$ cat config.mk
export PLATFORM = sky130hd
export DESIGN_NAME = riscv_chk_cmp
export DESIGN_NICKNAME = d
export VERILOG_FILES = /design/src/rtl/riscv_chk_pkg.sv /design/src/rtl/riscv_chk_cmp.sv
export SDC_FILE = /design/constraint.sdc
export NUM_CORES = 1
export LEC_CHECK = 0
export ABC_AREA = 1
export ABC_CLOCK_PERIOD_IN_PS = 1000
export CORE_MARGIN = 2
export CORE_UTILIZATION = 24
export DETAILED_ROUTE_END_ITERATION = 16
export PLACE_DENSITY_LB_ADDON = 0.15
export SYNTH_ARGS = -nofsm -noshare
export SYNTH_HDL_FRONTEND = slang
export SYNTH_SLANG_ARGS = --single-unit
$ cat constraint.sdc
create_clock -name vclk -period 1
set_input_delay 0.25 -clock vclk [all_inputs]
set_output_delay 0.25 -clock vclk [all_outputs]
set_load 0.01 [all_outputs]
$ cat src/rtl/riscv_chk_pkg.sv
// Shared types and width constants for the RISC-V result checker.
// Latency: n/a (types and constants only).
// Backpressure: n/a.
package riscv_chk_pkg;

    localparam int DEF_DATA_W  = 32;
    localparam int CYCLE_CNT_W = 32;

    typedef enum logic [1:0] {
        ST_IDLE   = 2'd0,
        ST_SETTLE = 2'd1,
        ST_CHECK  = 2'd2,
        ST_DONE   = 2'd3
    } chk_state_t;

    // Bits needed for a counter running 0 .. n-1 (never narrower than 1).
    function automatic int cnt_w(input int n);
        return (n < 2) ? 1 : $clog2(n);
    endfunction

endpackage

$ cat src/rtl/riscv_chk_cmp.sv
// One channel's masked equality compare: match when disabled or obs equals exp.
// Latency: combinational.
// Backpressure: none.
module riscv_chk_cmp
    import riscv_chk_pkg::*;
#(
    parameter int DATA_W = DEF_DATA_W
) (
    input  logic              en,
    input  logic [DATA_W-1:0] obs,
    input  logic [DATA_W-1:0] exp,
    output logic              match
);

    assign match = !en || (obs == exp);

endmodule

==> impl_metrics.ini, run 1 <==
[global_routing]
track_usage = 0.152
grt_max_degree = 3
grt-ovfl-total = 0
grt_pass1_wl_mm = 3.08
first_global_vias = 769
antenna_found_initial = 0

[place]
gp_congestion = 0.638
hpwl_mm = 1.50
place_ws_ps = -1090
port_buffers = 66
post_dp_cell_area_mm2 = 0.00119

[pwr]
power.density_mw_per_mm2 = 378
leakage_nw = 0.597
irDropWorstVdd_mv = 0.187

[setup_path]
worstSetupStartpoint = obs[17]
endpoint_kind = output port
critPathKind = input pin to output port
cp.arrival_ps = 1030
start_kind = input pin
critical_path_required_ps = 750
cp_max_fo = 1

[status]
violations = setup timing
status = finished, violations left

[timing]
finalMaxSlewViolations = 0
fmax_mhz = 781
rsz0062_at_grt = yes
tns_ps = -280
setup_viol = 1
fin_ws_ps = -280
timing.hold.ws_ps = 1020
slew_headroom = 0.911
min_period_ps = 1280
hold_viol = 0
worstMarginPinSlew_ps = 133
fin_crit_sh = 1.28

[yosys]
synthesis.nets = 165
syn_inst = 100
synth_area_um2 = 490
yosys-top-cells-area = xnor2_1 41%, nand2_1 38%, inv_1 14%
syn_area_per_cell_um2 = 4.90
synth.distinct_cells = 4
synth_top_area_frac = 0.411
yosys_warnings = 0
yosysMostFrequentCell = nand2_1
synth-seq-area-share = 0
yosys.area.top_type = xnor2_1
ys_top_cells_by_count = 49 x nand2_1, 23 x xnor2_1, 18 x inv_1

[finish]
regArea_um2 = 0
area_growth_pct = 109
fillCellCount = 212
design_area_mm2 = 0.00103
layout-drive-gt1-share = 0.476
seq_cell_count = 0
multi_input_area_um2 = 470
nNetsFinal = 233
insertedDiodeCount = 0
post-route-util = 0.528
clock_buffers = 0

[hold_path]
hold_start = obs[15]
hold_path_class = input pin to output port
holdPathStages = 9

[route]
routedWlPerCell_um = 8.53
drtIter0Drc = 4
wl_mm = 1.65
dr.pass1.iters = 4
viasPerCell = 3.98
drc = 0
dr_total_vias = 769
ant_nets = 0

[run]
cap_violations = 0

[floorplan]
die_w_um = 49.2
start_util = 0.253
dieArea_mm2 = 0.00242
rows = 16
die_h_um = 49.2
coreArea_mm2 = 0.00194
num_io_pins = 66
-- worst max-delay path: stages --
cell and delay [ps]:
buf_2 100, xnor2_1 140, nand2_1 60, nor2_1 100, nand2_1 50, nor2_1 100
nand2_1 70, nand2_2 60, buf_6 90
-- repair_timing --
item | CTS | global route
resized for setup | 252 | 11
pin swaps | 62 | 11
endpoints found under the setup margin | 1 | 1
hold buffers | 0 | 0
endpoints found under the hold margin | 0 | 0
setup buffers | 0 | 0
-- per-stage QoR --
stage | power (mW) | std cells
final | 0.388 | 193
after CTS | 0.377 | 193
after global placement | 0.437 | 193
after global routing | 0.436 | 193
after floorplan | 0.152 | 100
after detailed placement | 0.449 | 193
-- path summary, 6_finish.rpt --
path | slack, ps | end
worst max-delay path | -280 | match
worst min-delay path | 1020 | match
-- power by group --
| group | switching [mW] | internal (mW) |
|---|---|---|
| Combinational | 0.140 | 0.248 |
| Sequential | 0 | 0 |
| Clock | 0 | 0 |
-- layer usage --
| metal | wire (um) | GRT usage | vias up |
|---|---|---|---|
| met5 | 0 | 0 | - |
| li1 | - | - | 414 |
| met4 | 0 | 0 | 0 |
| met1 | 589 | 0.166 | 317 |
| met3 | 180 | 0.0337 | 0 |
| met2 | 877 | 0.306 | 38 |
-- final cells by class --
| class | count | share of cell area |
|---|---|---|
| inverter | 18 | 0.0659 |
| timing repair buffer | 66 | 0.443 |
| tap | 27 | 0.0329 |
| multi-input combinational | 82 | 0.459 |
-- cell usage in the layout, fill, tap and decap left out --
cell type        count
nand2_1             48
buf_2               46
buf_6               19
xnor2_1             17
inv_1               11
nor2_1              10
inv_2                7
xnor2_2              6
nand2_2              1
clkdlybuf4s50_1      1
-- cells by family (layout without fill, tap and decap cells) --
group | after synthesis | after routing | synth area share
buffers and inverters | 18 | 84 | 0.138
xor gates and xnor gates | 23 | 23 | 0.411
and+or+nand+nor | 59 | 59 | 0.452
No activity file was read; power rests on OpenSTA's default activity.
==> inputs of run 2 (changes only) <==
--- a/config.mk
+++ b/config.mk
@@ -7,10 +7,11 @@
 export LEC_CHECK = 0
 export ABC_AREA = 1
 export ABC_CLOCK_PERIOD_IN_PS = 1000
-export CORE_MARGIN = 2
+export CORE_MARGIN = 5
 export CORE_UTILIZATION = 24
 export DETAILED_ROUTE_END_ITERATION = 16
 export PLACE_DENSITY_LB_ADDON = 0.15
 export SYNTH_ARGS = -nofsm -noshare
 export SYNTH_HDL_FRONTEND = slang
 export SYNTH_SLANG_ARGS = --single-unit
+export TNS_END_PERCENT = 1
==> impl_metrics.ini, run 2 (synthesis results as in run 1) <==
[finish]
nNetsFinal = 233
regArea_um2 = 0
layout-drive-gt1-share = 0.566
insertedDiodeCount = 0
final_cell_mix = 47 x nand2_1, 45 x buf_2, 17 x buf_6
area_growth_pct = 124
seq_cell_count = 0
clock_buffers = 0
final_common_cell = nand2_1
fillCellCount = 222

[hold_path]
hold_path_class = input pin to output port
holdPathStages = 9
hold_start = exp[8]
hold_end = match

[global_routing]
grt_max_degree = 3
grt_pass1_wl_mm = 3.06
first_global_vias = 717
antenna_found_initial = 0
grt-ovfl-total = 0
track_usage = 0.118

[setup_path]
endpoint_kind = output port
critical_path_required_ps = 750
start_kind = input pin
critPathKind = input pin to output port
cp_max_fo = 1
cp.arrival_ps = 1080

[floorplan]
die_h_um = 55.2
num_io_pins = 66
die_w_um = 55.2
coreArea_mm2 = 0.00196
rows = 16
dieArea_mm2 = 0.00305
start_util = 0.250

[route]
dr.pass1.iters = 3
wl_mm = 1.93
dr_wl_met3_um = 151
dr_total_vias = 746
wl_met1_um = 716
ant_nets = 0
drtIter0Drc = 11
drc = 0
viasPerCell = 3.87
routedWlPerCell_um = 9.99
wl_met2_mm = 1.06
highest_layer = met3

[place]
hpwl_mm = 1.69
port_buffers = 66
gp_congestion = 0.784

[timing]
tns_ps = -325
fmax_mhz = 755
slew_headroom = 0.915
hold_viol = 0
fin_ws_ps = -325
rsz0062_at_grt = yes
setup_viol = 1
min_period_ps = 1330
worstMarginPinSlew_ps = 127
fin_crit_sh = 1.33
finalMaxSlewViolations = 0

[status]
status = finished, violations left
violations = setup timing

[run]
cap_violations = 0

[pwr]
power.total_mw = 0.435
leakage_nw = 0.642
power.density_mw_per_mm2 = 396
irDropWorstVdd_mv = 0.194
[run 2: layout make-up]
cell class	instances	area [um2]	area share
repair buffers	66	442	0.403
well taps	27	33.8	0.0308
multi-input cells	82	554	0.505
inverters	18	67.6	0.0616
[run 2: worst max path at each step]
stage	cells after the start	slack (ps)	from	endpoint
3_5_place_dp	9	-1120	obs[1]	match
2_1_floorplan	7	-30	exp[2]	match
3_3_place_gp	9	-1090	exp[29]	match
6_report	9	-330	obs[2]	match
5_1_grt	9	-420	obs[2]	match
4_1_cts	9	-340	obs[20]	match
[run 2: where the power goes]
part / total [mW] / leakage [nW] / switching (mW) / internal (mW)
clock network: 0 / 0 / 0 / 0
registers: 0 / 0 / 0 / 0
logic: 0.435 / 0.642 / 0.162 / 0.272
[run 2: repair_timing]
item	in CTS	in global routing
endpoints found under the setup margin	1	1
setup buffers	0	0
hold buffers	0	0
resized for setup	232	41
pin swaps	61	38
[run 2: through the flow]
stage	cell area (um2)	hold slack, ps	utilization	instances	setup slack (ps)
CTS	937	1050	0.478	193	-343
detailed placement	1190	1490	0.605	193	-1120
floorplan	493	549	-	100	-32.8
finish	1100	1030	0.559	193	-325
global placement	1190	1490	0.605	193	-1090
global route	1100	1090	0.559	193	-421
[run 2: critical path, cell delays in order]
cell	delay, ps
buf_2	120
xnor2_2	130
nand2_1	70
nor2_1	120
nand2_1	70
nor2_1	100
nand2_1	60
nand2_2	60
buf_6	100
[run 2: per-layer routing]
metal  track usage  vias to the layer above
li1              -                      414
met2         0.233                       34
met1         0.139                      298
met5             0                        -
met4             0                        0
met3        0.0163                        0
